$ cat src/rtl/toffoli_seq_if.sv
// toffoli_seq_if: programming, start and result signals of the sequenced Toffoli engine.
interface toffoli_seq_if #(
   parameter int WIDTH = 8,
   parameter int DEPTH = 16
);
   localparam int IW = $clog2(WIDTH);
   localparam int AW = $clog2(DEPTH);
   localparam int GW = 2 + 3 * IW;
   logic prog_we;
   logic [AW-1:0] prog_addr;
   logic [GW-1:0] prog_data;
   logic [AW:0] prog_len;
   logic start;
   logic dir;
   logic [WIDTH-1:0] data_in;
   logic busy;
   logic done;
   logic [WIDTH-1:0] data_out;
   modport master (
      output prog_we, prog_addr, prog_data, prog_len, start, dir, data_in,
      input  busy, done, data_out
   );
   modport slave (
      input  prog_we, prog_addr, prog_data, prog_len, start, dir, data_in,
      output busy, done, data_out
   );
endinterface

$ cat src/rtl/toffoli_seq.sv
// toffoli_seq: applies a stored NOT/CNOT/CCNOT list one gate per clock, forward or reverse.
// Define TOFF_SEQ_ILLEGAL_EN to add the sticky illegal_o flag for aliased/out-of-range gates.
module toffoli_seq #(
   parameter int WIDTH = 8,
   parameter int DEPTH = 16
) (
   input  logic clk,
   input  logic rst,
`ifdef TOFF_SEQ_ILLEGAL_EN
   output logic illegal_o,
`endif
   toffoli_seq_if.slave bus
);
   localparam int IW = $clog2(WIDTH);
   localparam int AW = $clog2(DEPTH);
   localparam int GW = 2 + 3 * IW;
   typedef enum logic [1:0] {IDLE, RUN, DONE} state_t;
   state_t state_q;
   logic [GW-1:0] mem_q [DEPTH];
   logic [WIDTH-1:0] s_q, s_d, dout_q;
   logic [AW-1:0] ptr_q;
   logic [AW:0] rem_q, len;
   logic dir_q, busy_q, done_q, bad, nop, flip;
   logic [1:0] ty;
   logic [IW-1:0] t, b, a;

   // Aliased targets would break self-inverse behaviour, so they degrade to NOP.
   always_comb begin
      {ty, t, b, a} = mem_q[ptr_q];
      bad = ty != 2'b11 && (t == a || (ty == 2'b10 && t == b) ||
            int'(t) >= WIDTH || int'(a) >= WIDTH || int'(b) >= WIDTH);
      nop = ty == 2'b11 || bad;
      flip = ty == 2'b00 ? 1'b1 : ty == 2'b01 ? s_q[a] : s_q[a] & s_q[b];
      s_d = s_q;
      if (!nop) s_d[t] = s_q[t] ^ flip;
      len = bus.prog_len > (AW+1)'(DEPTH) ? (AW+1)'(DEPTH) : bus.prog_len;
   end

   always_ff @(posedge clk)
      if (state_q == IDLE && bus.prog_we) mem_q[bus.prog_addr] <= bus.prog_data;

   // A zero-length run spends two cycles in DONE so done still lands after E1.
   always_ff @(posedge clk or posedge rst)
      if (rst) begin
         state_q <= IDLE;
         s_q <= '0;
         ptr_q <= '0;
         rem_q <= '0;
         dir_q <= 1'b0;
         busy_q <= 1'b0;
         done_q <= 1'b0;
         dout_q <= '0;
      end else begin
         case (state_q)
            IDLE: if (bus.start) begin
               s_q <= bus.data_in;
               dir_q <= bus.dir;
               ptr_q <= bus.dir ? AW'(len - 1'b1) : '0;
               rem_q <= len;
               busy_q <= 1'b1;
               state_q <= len == '0 ? DONE : RUN;
            end
            RUN: begin
               s_q <= s_d;
               ptr_q <= dir_q ? ptr_q - 1'b1 : ptr_q + 1'b1;
               rem_q <= rem_q - 1'b1;
               if (rem_q == (AW+1)'(1)) begin
                  state_q <= DONE;
                  done_q <= 1'b1;
                  dout_q <= s_d;
               end
            end
            default: if (done_q) begin
               done_q <= 1'b0;
               busy_q <= 1'b0;
               state_q <= IDLE;
            end else begin
               done_q <= 1'b1;
               dout_q <= s_q;
            end
         endcase
      end

`ifdef TOFF_SEQ_ILLEGAL_EN
   logic illegal_q;
   always_ff @(posedge clk or posedge rst)
      if (rst) illegal_q <= 1'b0;
      else if (state_q == IDLE && bus.start) illegal_q <= 1'b0;
      else if (state_q == RUN && bad) illegal_q <= 1'b1;
   assign illegal_o = illegal_q;
`endif

   assign bus.busy = busy_q;
   assign bus.done = done_q;
   assign bus.data_out = dout_q;
endmodule

$ cat src/flat_wrapper.sv
// flat-port wrapper written by rule: the top's interface ports become plain ports
module toffoli_seq_flat 
#(
   parameter int WIDTH = 8,
   parameter int DEPTH = 16
)
  (clk, rst, bus_prog_we, bus_prog_addr, bus_prog_data, bus_prog_len, bus_start, bus_dir, bus_data_in, bus_busy, bus_done, bus_data_out);
  toffoli_seq_if #(.WIDTH(WIDTH), .DEPTH(DEPTH)) bus_i ();
  input  logic clk;
  input  logic rst;
  input wire logic [$bits(bus_i.prog_we)-1:0] bus_prog_we;
  input wire logic [$bits(bus_i.prog_addr)-1:0] bus_prog_addr;
  input wire logic [$bits(bus_i.prog_data)-1:0] bus_prog_data;
  input wire logic [$bits(bus_i.prog_len)-1:0] bus_prog_len;
  input wire logic [$bits(bus_i.start)-1:0] bus_start;
  input wire logic [$bits(bus_i.dir)-1:0] bus_dir;
  input wire logic [$bits(bus_i.data_in)-1:0] bus_data_in;
  output wire logic [$bits(bus_i.busy)-1:0] bus_busy;
  output wire logic [$bits(bus_i.done)-1:0] bus_done;
  output wire logic [$bits(bus_i.data_out)-1:0] bus_data_out;
  assign bus_i.prog_we = bus_prog_we;
  assign bus_i.prog_addr = bus_prog_addr;
  assign bus_i.prog_data = bus_prog_data;
  assign bus_i.prog_len = bus_prog_len;
  assign bus_i.start = bus_start;
  assign bus_i.dir = bus_dir;
  assign bus_i.data_in = bus_data_in;
  assign bus_busy = bus_i.busy;
  assign bus_done = bus_i.done;
  assign bus_data_out = bus_i.data_out;
  toffoli_seq #(.WIDTH(WIDTH), .DEPTH(DEPTH)) u_core (.clk(clk), .rst(rst), .bus(bus_i));
endmodule
$ cat config.mk
export PLATFORM = sky130hd
export DESIGN_NAME = toffoli_seq_flat
export DESIGN_NICKNAME = d
export VERILOG_FILES = /design/src/rtl/toffoli_seq_if.sv /design/src/rtl/toffoli_seq.sv /design/src/flat_wrapper.sv
export SDC_FILE = /design/constraint.sdc
export NUM_CORES = 1
export LEC_CHECK = 0
export BUFFER_PORTS_ARGS = -buffer_cell sky130_fd_sc_hd__buf_4
export CAP_MARGIN = 20
export CORE_UTILIZATION = 45
export DETAILED_ROUTE_END_ITERATION = 10
export PLACE_DENSITY = 0.66
export SYNTH_ARGS = -nofsm -noshare
export SYNTH_HDL_FRONTEND = slang
export SYNTH_SLANG_ARGS = --single-unit
$ cat constraint.sdc
create_clock -name clk -period 5.7 [get_ports clk]
set_clock_uncertainty 0.2 [all_clocks]
set_input_delay 1.14 -clock clk [delete_from_list [all_inputs] [get_ports clk]]
set_output_delay 1.14 -clock clk [all_outputs]
set_load 0.005 [all_outputs]
---- Yosys cells after proc, flatten, opt, wreduce, memory -nomap -nowiden ----
Memory sizes are Yosys's and may differ from the RTL's.
Index checks and enable logic that the tools add are counted.
cells by class
  $add $sub $neg .......................... 4
  $lt $le $gt $ge ......................... 5
  equal/unequal tests ..................... 11
  mux-type cells .......................... 37
  bitwise operators ....................... 4
  reductions and logical operators ........ 18
operators by type and width
  kind                   number
  $mux W8                4
  $pmux W8 S2            2
  $lt A3 B4 Y1 const B   3
  $mux W1                12
  $mux W4                3
  $mux W5                2
  $pmux W5 S2            1
  $bmux W1 S3            3
  $reduce_and A3 Y1      3
  $bwmux W8              1
  $mux W2                4
  $pmux W4 S2            1
  $sub A4 B1 Y4 const B  2
  $eq A3 B3 Y1           2
  $ne A2 B2 Y1 const B   3
  $reduce_and A2 Y1      3
  $eq A5 B1 Y1 const B   1
  $gt A5 B5 Y1 const B   1
  $logic_not A5 Y1       1
  $sub A5 B1 Y5 const B  1
  $add A4 B1 Y4 const B  1
  $eq A2 B1 Y1 const B   2
  $eq A2 B2 Y1 const B   2
  $logic_and A1 B1 Y1    4
  other kinds (12)       17
word-level totals
  register bits after elaboration ......... 30
  RAM bits ................................ 176
  bits of input ports ..................... 33
  output and inout port bits .............. 10
  logic and storage cells ................. 88
  memories kept ........................... 1
memories
  name          depth  bits a word  read ports  clocked after memory_dff  write ports  line               source
  u_core.mem_q  16     11           1           0                         1            toffoli_seq.sv:19  logic [GW-1:0] mem_q [DEPTH];

---- Depth between registers and ports, before layout ----
Gate-level depths: netlist (run 1).
An unclocked memory read counts as a cell.
  depth in word-level cells ............... 11
  mapped depth ............................ 12

---- Worst setup path before layout (run 1) ----
Ideal clock, no wire load.
  path kind ............................... reg2reg
  start ................................... reg u_core.ptr_q[1]
  end ..................................... reg u_core.s_q[0]
  setup time .............................. 0.074 ns
  arrival ................................. 2.934 ns
  data required time ...................... 5.426 ns
  setup slack ............................. 2.492 ns
  stages on the path, launching flop included .. 13
  cell sequence ........................... dfrtp_1 -> buf_6 -> buf_4 -> mux4_2 -> mux4_2 -> buf_6 -> mux2i_1 -> mux2i_1 -> mux2i_2 -> o31ai_1 -> o2bb2ai_4 -> buf_8 -> o21ai_2
on the way
  longest elaborated chain between the ends .. 10
  elaborated cells between the ends (all ways) .. 30
ends and longest elaborated chain
  element                        line               source
  start: declaration             toffoli_seq.sv:21  logic [AW-1:0] ptr_q;
  start signal: assignment       toffoli_seq.sv:58  ptr_q <= bus.dir ? AW'(len - 1'b1) : '0;
  start signal: assignment       toffoli_seq.sv:65  ptr_q <= dir_q ? ptr_q - 1'b1 : ptr_q + 1'b1;
  $mem_v2 Z16 W11 *              -
  $bmux W1 S3                    toffoli_seq.sv:33  flip = ty == 2'b00 ? 1'b1 : ty == 2'b01 ? s_q[a] : s_q[a] & s_q[b];
  $mux W1 (not written as such)  toffoli_seq.sv:33
  $and A1 B1 Y1                  toffoli_seq.sv:33
  $mux W1 (2 in a row)           toffoli_seq.sv:33
  $xor A1 B1 Y1                  toffoli_seq.sv:35  if (!nop) s_d[t] = s_q[t] ^ flip;
  $bwmux W8                      toffoli_seq.sv:35
  $mux W8 *                      toffoli_seq.sv:35
  $pmux W8 S2 *                  toffoli_seq.sv:54  case (state_q)
  end signal: assignment         toffoli_seq.sv:56  s_q <= bus.data_in;
  end: declaration               toffoli_seq.sv:20  logic [WIDTH-1:0] s_q, s_d, dout_q;
Mark *: on every way between the ends. The rest lies on a longest branch, timed or not. The select of a mux whose other input is x is not followed.
A chain may end at the register's enable or synchronous reset.

---- Worst setup path after layout (run 1) ----
  start ................................... reg u_core.ptr_q[1]
  end ..................................... reg u_core.s_q[4]
The elaborated chain is that of the path after synthesis.

==> metrics.cfg, run 1 <==
[status]
outcome = finished, final reports clean

[synth]
synth_ff_type = edfxtp_1
synth_compound_area_share_pct = 7.85
synth_top_family_by_area = multiplexers
synth_xor_area_share_pct = 0.755
synthesis.nets = 638
synth_edf_count = 176
syn_area_per_cell_um2 = 15.5
synth_seq_cells = 206
synthCells = 598
yosys.cell_types.count = 58
yosysSeqAreaShare_pct = 65.1
synth_warnings = 0
synthAdderAreaFrac_pct = 1.03
synthMuxAreaShare_pct = 14.6
synth-simple-area-share_pct = 8.21
ys_async_sr_fraction_pct = 14.6
syn_area_um2 = 9280

[routing]
drc = 0
drt_first_pass_iters = 5
wire_per_inst_um = 22.2
vias_per_cell = 5.79
wl_um = 20900
drt_iter0_drc = 325
vias = 5445
ant_nets = 0

[global_route]
grt_max_degree = 32
grt_pass1_vias = 5666
grt_overflow = 0
antenna_found_initial = 0
grt_usage_pct = 20.1
grt_first_pass_wirelength_um = 32200

[critical_path]
critPathArrivalTime_ns = 4.26
worstPathRequired_ns = 5.85
slowest_stage = dfrtp_2
worst-setup-path-type = reg2reg
cp-end-kind = flip-flop
crit_path_start_kind = flip-flop
path_max_fanout = 31
worst-path-buf-inv = 1
crit_chain = buf_4, mux4_2, mux4_2, mux2i_1, mux2i_1, mux2i_2, o31ai_1, o2bb2ai_4, o21ai_0
slowest_delay_ns = 0.88
critPathTopFamily = multiplexers

[cts]
clk_pin_slew_worst_paths_ns = 0.06
cts_tree = done
postCtsSetupBuffers = 0
cts_buffers = 21
clkLatencyLatePin_ns = 0.50
htreeDepth = 1
cts_resized = 0
cts_num_sinks = 206
cts-root-buf = clkbuf_16
cts_buffer_depth = 3
hold_buffers = 0

[power_and_ir_drop]
p_per_area_nw_per_um2 = 552
p_leak_nw = 3.63
peakVddDrop_v = 0.000333

[placement]
place_congestion = 0.895
portBuffers = 42
hpwlAfterDp_um = 13400

[die]
core_um2 = 20200
die_x_um = 146
io_pins = 43
initial_utilization_pct = 45.8
fp.dieH_um = 146
dieArea_um2 = 21200
rows = 52

[sta]
drv_slew = 0
relSlewSlack_pct = 39.9
setup_viol = 0
hold_viol_final = 0
min_period_ns = 4.11
fmax_mhz = 244
rsz0062_at_grt = false
timing.final.crit_share_pct = 72.0
tns_ns = 0
hold_ws_ns = 0.353
worst_pin_slew_ns = 0.901

[job]
cap_viol_max_count = 0

[final_layout]
nets = 695
area_growth_pct = 14.9
antenna_cells = 0
layout-drive-gt1-share_pct = 26.3
fillCellCount = 1636

[min_path]
min_path_type = reg2reg

-- worst register-to-register path, stage by stage (launching register included) --
cell	delay [ns]
dfrtp_2	0.88
buf_4	0.39
mux4_2	0.53
mux4_2	0.58
mux2i_1	0.19
mux2i_1	0.10
mux2i_2	0.24
o31ai_1	0.16
o2bb2ai_4	0.49
o21ai_0	0.20
-- cell families after synthesis --
family / count (synthesis)
XOR/XNOR: 8
AO/OA/AOI/OAI: 102
AND/OR/NAND/NOR: 161
flip-flops: 206
adder cells (fa/ha/maj): 7
multiplexers: 72
buffers and inverters: 42
-- layout make-up --
class / count / area [um^2] / area share (%)
inverters: 13 / 48.8 / 0.458
clock buffers: 22 / 529 / 4.97
clock inverters: 16 / 191 / 1.80
flip-flops and latches: 206 / 6040 / 56.7
multi-input cells: 350 / 3040 / 28.5
well taps: 270 / 338 / 3.17
repair buffers: 63 / 473 / 4.44
-- per-layer routing --
layer	GRT usage (%)	share of wire (%)	vias up
li1	-	-	2475
met1	26.2	42	2778
met2	34.7	50	157
met3	3.04	5.0	35
met4	6.53	2.6	0
met5	0	0	-
-- worst paths after layout --
check	endpoint	cells past startpoint	slack (ns)	start
max in group asynchronous	u_core.ptr_q[1]	3	4.47	rst
setup reg to reg	u_core.s_q[4]	9	1.59	u_core.ptr_q[1]
min in group asynchronous	u_core.bus.data_out[7]	3	0.52	rst
hold / removal	u_core.bus.data_out[0]	2	0.35	u_core.bus.data_out[0]
setup / recovery	u_core.s_q[4]	9	1.59	u_core.ptr_q[1]
hold reg to reg	u_core.bus.data_out[0]	2	0.35	u_core.bus.data_out[0]
-- stage by stage --
stage	power, mW	util (%)	std cells	setup WS [ns]	instance area (um^2)
finish	5.88	52.7	940	1.59	10700
floorplan	3.96	-	598	2.49	9280
detailed placement	4.47	49.1	901	1.59	9930
global route	6.20	52.7	940	1.35	10700
global placement	4.41	49.1	901	1.69	9930
CTS	5.90	52.6	939	1.55	10600
-- layout by cell type (no fill, tap or decap), types with 3 or more instances in the layout --
| master | netlist | layout |
|---|---|---|
| nor2b_1 | 12 | 12 |
| o22ai_1 | 5 | 5 |
| a22o_1 | 3 | 3 |
| xnor2_1 | 3 | 3 |
| mux2_2 | 5 | 5 |
| a21oi_1 | 23 | 23 |
| clkbuf_16 | 0 | 21 |
| o2bb2ai_1 | 8 | 8 |
| dfrtp_1 | 30 | 28 |
| xor2_1 | 5 | 5 |
| nand2b_1 | 6 | 6 |
| and3_1 | 6 | 6 |
| nand4_1 | 3 | 3 |
| a31oi_1 | 8 | 8 |
| o211ai_1 | 7 | 7 |
| nor3_1 | 11 | 7 |
| nand2_1 | 41 | 41 |
| o31ai_1 | 3 | 3 |
| mux2i_1 | 16 | 16 |
| edfxtp_1 | 176 | 176 |
| nor4_1 | 3 | 3 |
| nor3b_1 | 3 | 3 |
| clkinv_2 | 0 | 3 |
| nand3_1 | 13 | 13 |
| ha_1 | 6 | 6 |
| nor2_1 | 52 | 50 |
| a21oi_2 | 8 | 8 |
| a22oi_1 | 3 | 3 |
| mux4_2 | 50 | 50 |
| o21ai_0 | 16 | 16 |
| clkinv_1 | 0 | 4 |
| nor3_2 | 0 | 4 |
| inv_1 | 13 | 13 |
| bufinv_16 | 0 | 4 |
| buf_4 | 3 | 63 |
-- state kept, by name, indices dropped and copies added (netlist names) --
signal / flops
u_core.mem_q: 176
u_core.bus.data_out: 8
u_core.s_q: 8
u_core.rem_q: 5
u_core.ptr_q: 4
u_core.state_q: 2
u_core.bus.busy: 1
u_core.bus.done: 1
u_core.dir_q: 1
-- report_power, final --
part / switching, mW / internal, mW
clock: 0.566 / 0.859
sequential: 0.261 / 1.77
combinational: 1.39 / 1.04
total: 2.21 / 3.67
-- synthesized netlist by cell type (3+ instances only) --
master / count / share of area, %
o211ai_1: 7 / 0.57
nor3b_1: 3 / 0.24
mux2_2: 5 / 0.61
a21oi_1: 23 / 1.2
buf_6: 4 / 0.49
mux4_2: 50 / 12
nor2_1: 52 / 2.1
mux2i_1: 16 / 1.7
xor2_1: 5 / 0.47
buf_1: 4 / 0.16
o22ai_1: 5 / 0.34
nor2b_1: 12 / 0.81
a21oi_2: 8 / 0.76
o21ai_0: 16 / 0.86
a22oi_1: 3 / 0.24
o2bb2ai_1: 8 / 0.76
clkbuf_1: 10 / 0.40
buf_2: 6 / 0.32
and3_1: 6 / 0.40
nor3_1: 11 / 0.59
xnor2_1: 3 / 0.28
nand2b_1: 6 / 0.40
inv_1: 13 / 0.53
nand2_1: 41 / 1.7
o31ai_1: 3 / 0.24
edfxtp_1: 176 / 57
buf_4: 3 / 0.24
nand3_1: 13 / 0.70
ha_1: 6 / 0.81
a31oi_1: 8 / 0.54
nor4_1: 3 / 0.20
dfrtp_1: 30 / 8.1
nand4_1: 3 / 0.20
a22o_1: 3 / 0.28
(Power assumes the default switching activity.)
==> run 2: changes to the inputs <==
Clock period 5.7 ns to 4.1 ns, I/O delays scaled along.
==> run 2 against run 1 <==
  * Worst setup slack got worse by 1.3 ns
  * First-iteration DRC count is 11% higher
  * Sequential share of layout area fell by 0.34 points
  * Count of clock-buffer cells in the layout rose by 8
  * Utilization up 0.32 points
  * Total power grew 40%
  * Flip-flop and latch count is the same
  * Register-to-register slack got worse by 1.3 ns
  * Cell count is 0.64% higher
  * Via count increased by 2.2%
  * Largest cell class unchanged
  * Largest power group unchanged
==> metrics.cfg, run 2 (synthesis gave the netlist of run 1 again) <==
[critical_path]
path_max_fanout = 24  ; -23%
cp_common_cell = mux4_2
r2r-end = u_core.s_q[4]
regToRegSetupSlack_ns = 0.30  ; -1.30 ns
cp-end-kind = flip-flop
crit_path_start_kind = flip-flop
crit_chain = buf_4, mux4_2, mux4_2, or2_1, o22ai_2, a221o_1, o31ai_1, o2bb2ai_4, o21ai_0
worst-setup-path-type = reg2reg
r2r_cells = 9  ; unchanged
critPathArrivalTime_ns = 3.97  ; -0.29 ns
slowest_stage = dfrtp_2
worstPathRequired_ns = 4.27  ; -1.58 ns
rr_startpoint = u_core.ptr_q[1]
slowest_delay_ns = 0.75  ; -0.13 ns

[routing]
vias_per_cell = 5.88  ; +1.6%
drt_iter0_drc = 360  ; +11%
drc = 0  ; unchanged
wire_per_inst_um = 22.9  ; +2.9%
drt_first_pass_iters = 6  ; +1
wl_um = 21600  ; +3.6%
ant_nets = 0  ; unchanged
vias = 5566  ; +2.2%

[min_path]
min_path_type = in2async

[final_layout]
antenna_cells = 0  ; unchanged
fillCellCount = 1636  ; unchanged
area_growth_pct = 15.6
mostFrequentLayoutCell = edfxtp_1
layout-drive-gt1-share_pct = 26.2  ; -0.085 points
top_register = u_core.mem_q
layout_common_cells = edfxtp_1 (176), buf_4 (66), nor2_1 (51), mux4_2 (50), nand2_1 (41)
nets = 701  ; +0.86%
largest_register_ff_count = 176  ; unchanged

[sta]
rsz0062_at_grt = false
drv_slew = 0  ; unchanged
setup_viol = 0  ; unchanged
hold_ws_ns = 0.185  ; -0.168 ns
relSlewSlack_pct = 35.4  ; -4.5 points
timing.final.crit_share_pct = 92.8  ; +21 points
tns_ns = 0  ; unchanged
fmax_mhz = 263  ; +8.0%
worst_pin_slew_ns = 0.966  ; +0.0647 ns
min_period_ns = 3.80  ; -0.303 ns
hold_viol_final = 0  ; unchanged

[cts]
cts_tree = done
postCtsSetupBuffers = 0  ; unchanged
htreeDepth = 1  ; unchanged
cts_num_sinks = 206  ; unchanged
cts-root-buf = clkbuf_16
clkLatencyLatePin_ns = 0.53  ; +0.03 ns
hold_buffers = 0  ; unchanged
cts_buffers = 22  ; +4.8%
cts_buffer_depth = 3  ; unchanged
cts_resized = 0  ; unchanged
clk_pin_slew_worst_paths_ns = 0.06  ; about the same

[die]
io_pins = 43  ; unchanged
die_x_um = 146  ; unchanged
core_um2 = 20200  ; unchanged
fp.dieH_um = 146  ; unchanged
dieArea_um2 = 21200  ; unchanged
initial_utilization_pct = 45.8  ; unchanged
rows = 52  ; unchanged

[job]
cap_viol_max_count = 0  ; unchanged

[global_route]
grt_overflow = 0  ; unchanged
grt_max_degree = 31  ; -3.1%
grt_first_pass_wirelength_um = 33100  ; +2.6%
antenna_found_initial = 0  ; unchanged
grt_usage_pct = 21.0  ; +0.88 points
grt_pass1_vias = 5475  ; -3.4%

[power_and_ir_drop]
p_leak_nw = 3.66  ; +0.99%
peakVddDrop_v = 0.000480  ; +44%
p_per_area_nw_per_um2 = 767  ; +39%
total_power_mw = 8.22  ; +40%

[placement]
place_congestion = 0.863  ; -3.6%
portBuffers = 42  ; unchanged
hpwlAfterDp_um = 14000  ; +4.5%

[status]
outcome = finished, final reports clean

-- run 2: cell types whose count changed in the layout (fill, tap and decap cells not counted), sizes merged --
cell      change
clkbuf        +8
clkinvlp      -2
bufinv        -2
clkinv        -2
inv           -1
buf           +5
-- run 2: layer usage --
| layer | global-route usage, % | share of wire [%] | vias to the layer above |
|---|---|---|---|
| met1 | 27.3 | 41 | 2808 |
| met4 | 5.37 | 2.3 | 0 |
| li1 | - | - | 2477 |
| met5 | 0 | 0 | - |
| met3 | 3.79 | 6.8 | 36 |
| met2 | 36.5 | 50 | 245 |
-- run 2: cell type report --
cell class / count / area [um^2] / area share [%]
flip-flops and latches: 206 / 6040 / 56.3
multi-input cells: 350 / 3040 / 28.4
clock buffers: 30 / 591 / 5.51
repair buffers: 68 / 536 / 5.00
well taps: 270 / 338 / 3.15
clock inverters: 9 / 129 / 1.20
inverters: 13 / 48.8 / 0.455
-- run 2: worst max-delay path, delay by kind of cell (launching register included) --
| family | cells | cell delay (ns) |
|---|---|---|
| and+or+nand+nor | 1 | 0.37 |
| AOI/OAI and AO/OA | 5 | 1.12 |
| buffers and inverters | 1 | 0.31 |
| muxes | 2 | 0.90 |
| DFF | 1 | 0.75 |
-- run 2: how the worst max path moves through the flow --
stage	endpoint	startpoint	slack, ns
after floorplan	u_core.s_q[0]	u_core.ptr_q[1]	0.89
after global placement	u_core.s_q[6]	u_core.ptr_q[1]	0.42
after detailed placement	u_core.s_q[4]	u_core.ptr_q[1]	0.30
after CTS	u_core.s_q[6]	u_core.ptr_q[1]	0.29
after global routing	u_core.s_q[7]	u_core.ptr_q[1]	0.12
final	u_core.s_q[4]	u_core.ptr_q[1]	0.30
-- run 2: report_power, final --
| group | switching [mW] | internal, mW | leakage [nW] |
|---|---|---|---|
| clock network | 0.813 | 1.15 | 0.348 |
| logic | 1.95 | 1.49 | 1.39 |
| registers | 0.347 | 2.46 | 1.93 |
| total | 3.11 | 5.10 | 3.66 |
-- run 2: per-stage QoR --
stage	instance area (um^2)	setup slack [ns]	util [%]	instances
CTS	10700	0.294	53.0	946
floorplan	9280	0.892	-	598
global route	10700	0.123	53.0	946
finish	10700	0.297	53.0	946
global placement	10000	0.415	49.4	907
detailed placement	10000	0.303	49.4	907
==> run 3: changes to the inputs <==
Settings changed: CORE_MARGIN set to 2.
==> run 3 against run 2 <==
  * Total power fell by 1.6%
  * Sequential power about the same
  * Largest power group unchanged
  * Worst setup slack got worse by 0.042 ns
  * Highest routed layer unchanged
  * Via count rose by 0.11%
==> metrics.cfg, run 3 (synthesis gave the netlist of run 1 again) <==
[routing]
vias_per_cell = 5.91  ; +0.43%
wl_um = 21800  ; +0.88%
wire_per_inst_um = 23.1  ; +1.2%
ant_nets = 0  ; unchanged
drt_iter0_drc = 421  ; +17%
drc = 0  ; unchanged
drt_first_pass_iters = 5  ; -1
vias = 5572  ; +0.11%

[placement]
place_congestion = 0.847  ; -1.8%
portBuffers = 42  ; unchanged
hpwlAfterDp_um = 14200  ; +1.5%
place_ws_ns = 0.233  ; -0.0693 ns

[critical_path]
r2r_cells = 9  ; unchanged
cp-startpoint = u_core.ptr_q[1]
path_max_fanout = 20  ; -17%
cp-end-kind = flip-flop
regToRegSetupSlack_ns = 0.26  ; -0.04 ns
r2r-end = u_core.s_q[2]
crit_path_start_kind = flip-flop
setup.worst_path.end = u_core.s_q[2]
worst-setup-path-type = reg2reg
rr_startpoint = u_core.ptr_q[1]
critPathArrivalTime_ns = 4.01  ; +0.04 ns
worstPathRequired_ns = 4.26  ; about the same

[cts]
cts_tree = done
cts_buffer_depth = 3  ; unchanged
postCtsSetupBuffers = 0  ; unchanged
clk_pin_slew_worst_paths_ns = 0.06  ; about the same
hold_buffers = 0  ; unchanged
cts_buffers = 22  ; unchanged
clkLatencyLatePin_ns = 0.52  ; about the same
cts-root-buf = clkbuf_16
cts_num_sinks = 206  ; unchanged
htreeDepth = 1  ; unchanged
cts_resized = 0  ; unchanged

[status]
outcome = finished, final reports clean

[final_layout]
layout_common_cells = edfxtp_1 (176), buf_4 (65), mux4_2 (50), nor2_1 (47), nand2_1 (41)
top_register = u_core.mem_q
fillCellCount = 1634  ; -0.12%
layout-drive-gt1-share_pct = 26.0  ; -0.18 points
nets = 699  ; -0.29%
regArea_um2 = 6040  ; unchanged
mostFrequentLayoutCell = edfxtp_1
antenna_cells = 0  ; unchanged
multi_input_area_um2 = 3050  ; +0.33%
largest_register_ff_count = 176  ; unchanged
area_growth_pct = 14.8

[sta]
hold_viol_final = 0  ; unchanged
relSlewSlack_pct = 37.0  ; +1.6 points
rsz0062_at_grt = false
timing.final.crit_share_pct = 93.8  ; +1.0 points
drv_slew = 0  ; unchanged
tns_ns = 0  ; unchanged
fmax_mhz = 260  ; -1.1%
final.setup.worst_slack_ns = 0.255  ; -0.0418 ns
setup_viol = 0  ; unchanged
min_period_ns = 3.84  ; +0.0418 ns
worst_pin_slew_ns = 0.944  ; -0.0215 ns

[global_route]
grt_first_pass_wirelength_um = 33300  ; +0.67%
grt_usage_pct = 20.3  ; -0.69 points
antenna_found_initial = 0  ; unchanged
grt_overflow = 0  ; unchanged
grt_pass1_vias = 5637  ; +3.0%
grt_max_degree = 31  ; unchanged

[die]
io_pins = 43  ; unchanged
rows = 52  ; unchanged
initial_utilization_pct = 45.8  ; unchanged
dieArea_um2 = 21800  ; +2.8%
die_x_um = 148  ; +1.4%
core_um2 = 20200  ; unchanged
fp.dieH_um = 148  ; +1.4%

[power_and_ir_drop]
p_leak_nw = 3.61  ; -1.3%
peakVddDrop_v = 0.000465  ; -3.1%
p_per_area_nw_per_um2 = 759  ; -1.0%

[job]
cap_viol_max_count = 0  ; unchanged

[min_path]
min_path_type = in2async

[run 3: changes by cell type in the layout (fill, tap and decap cells not counted)]
cell        delta
buf_4          -1
clkinv_1       +3
clkinv_2       -2
clkbuf_8       -1
bufinv_16      -1
buf_12         -1
clkinv_8       -1
clkinvlp_4     +1
nor2_1         -4
nor2_2         +4
[run 3: worst min-delay path by stage]
stage                   endpoint  slack, ns  cells after the start
6_report       u_core.state_q[1]       0.20                      3
5_1_grt        u_core.state_q[0]       0.22                      3
4_1_cts        u_core.state_q[0]       0.20                      3
3_5_place_dp        u_core.dir_q       0.34                      2
3_3_place_gp     u_core.rem_q[4]       0.32                      2
2_1_floorplan    u_core.rem_q[4]       0.30                      2
[run 3: where the power goes]
group,internal [mW],total [mW],switching (mW),leakage (nW)
sequential,2.46,2.79,0.331,1.93
clock,1.06,1.84,0.780,0.317
combinational,1.49,3.45,1.96,1.37
[run 3: cell type report]
cell class              instances  share of cell area (%)
well taps                     270                    3.17
repair buffers                 66                    4.77
clock buffers                  29                    5.42
multi-input cells             350                    28.6
inverters                      13                   0.458
flip-flops and latches        206                    56.7
clock inverters                 9                   0.858
[run 3: through the flow]
| stage | utilization, % | std cells | power [mW] | instance area [um^2] | hold slack [ns] |
|---|---|---|---|---|---|
| 4_1_cts | 52.6 | 943 | 8.12 | 10700 | 0.199 |
| 3_3_place_gp | 49.3 | 905 | 6.18 | 9980 | 0.317 |
| 3_5_place_dp | 49.3 | 905 | 6.27 | 9980 | 0.343 |
| 6_report | 52.6 | 943 | 8.08 | 10700 | 0.195 |
| 2_1_floorplan | - | 598 | 5.51 | 9280 | 0.297 |
| 5_1_grt | 52.6 | 943 | 8.54 | 10700 | 0.224 |
[run 3: critical path, stage by stage (launching register included)]
cell       delay (ns)
dfrtp_2          0.74
buf_4            0.38
mux4_2           0.34
mux4_2           0.60
or2_1            0.36
o22ai_2          0.14
a221o_1          0.16
o31ai_1          0.12
o2bb2ai_4        0.47
o211ai_1         0.17
[run 3: layer usage]
metal,wire (um),GRT usage [%],up-vias
li1,-,-,2475
met1,8930,26.5,2819
met2,11100,36.0,236
met3,1240,2.62,42
met4,548,5.43,0
met5,0,0,-
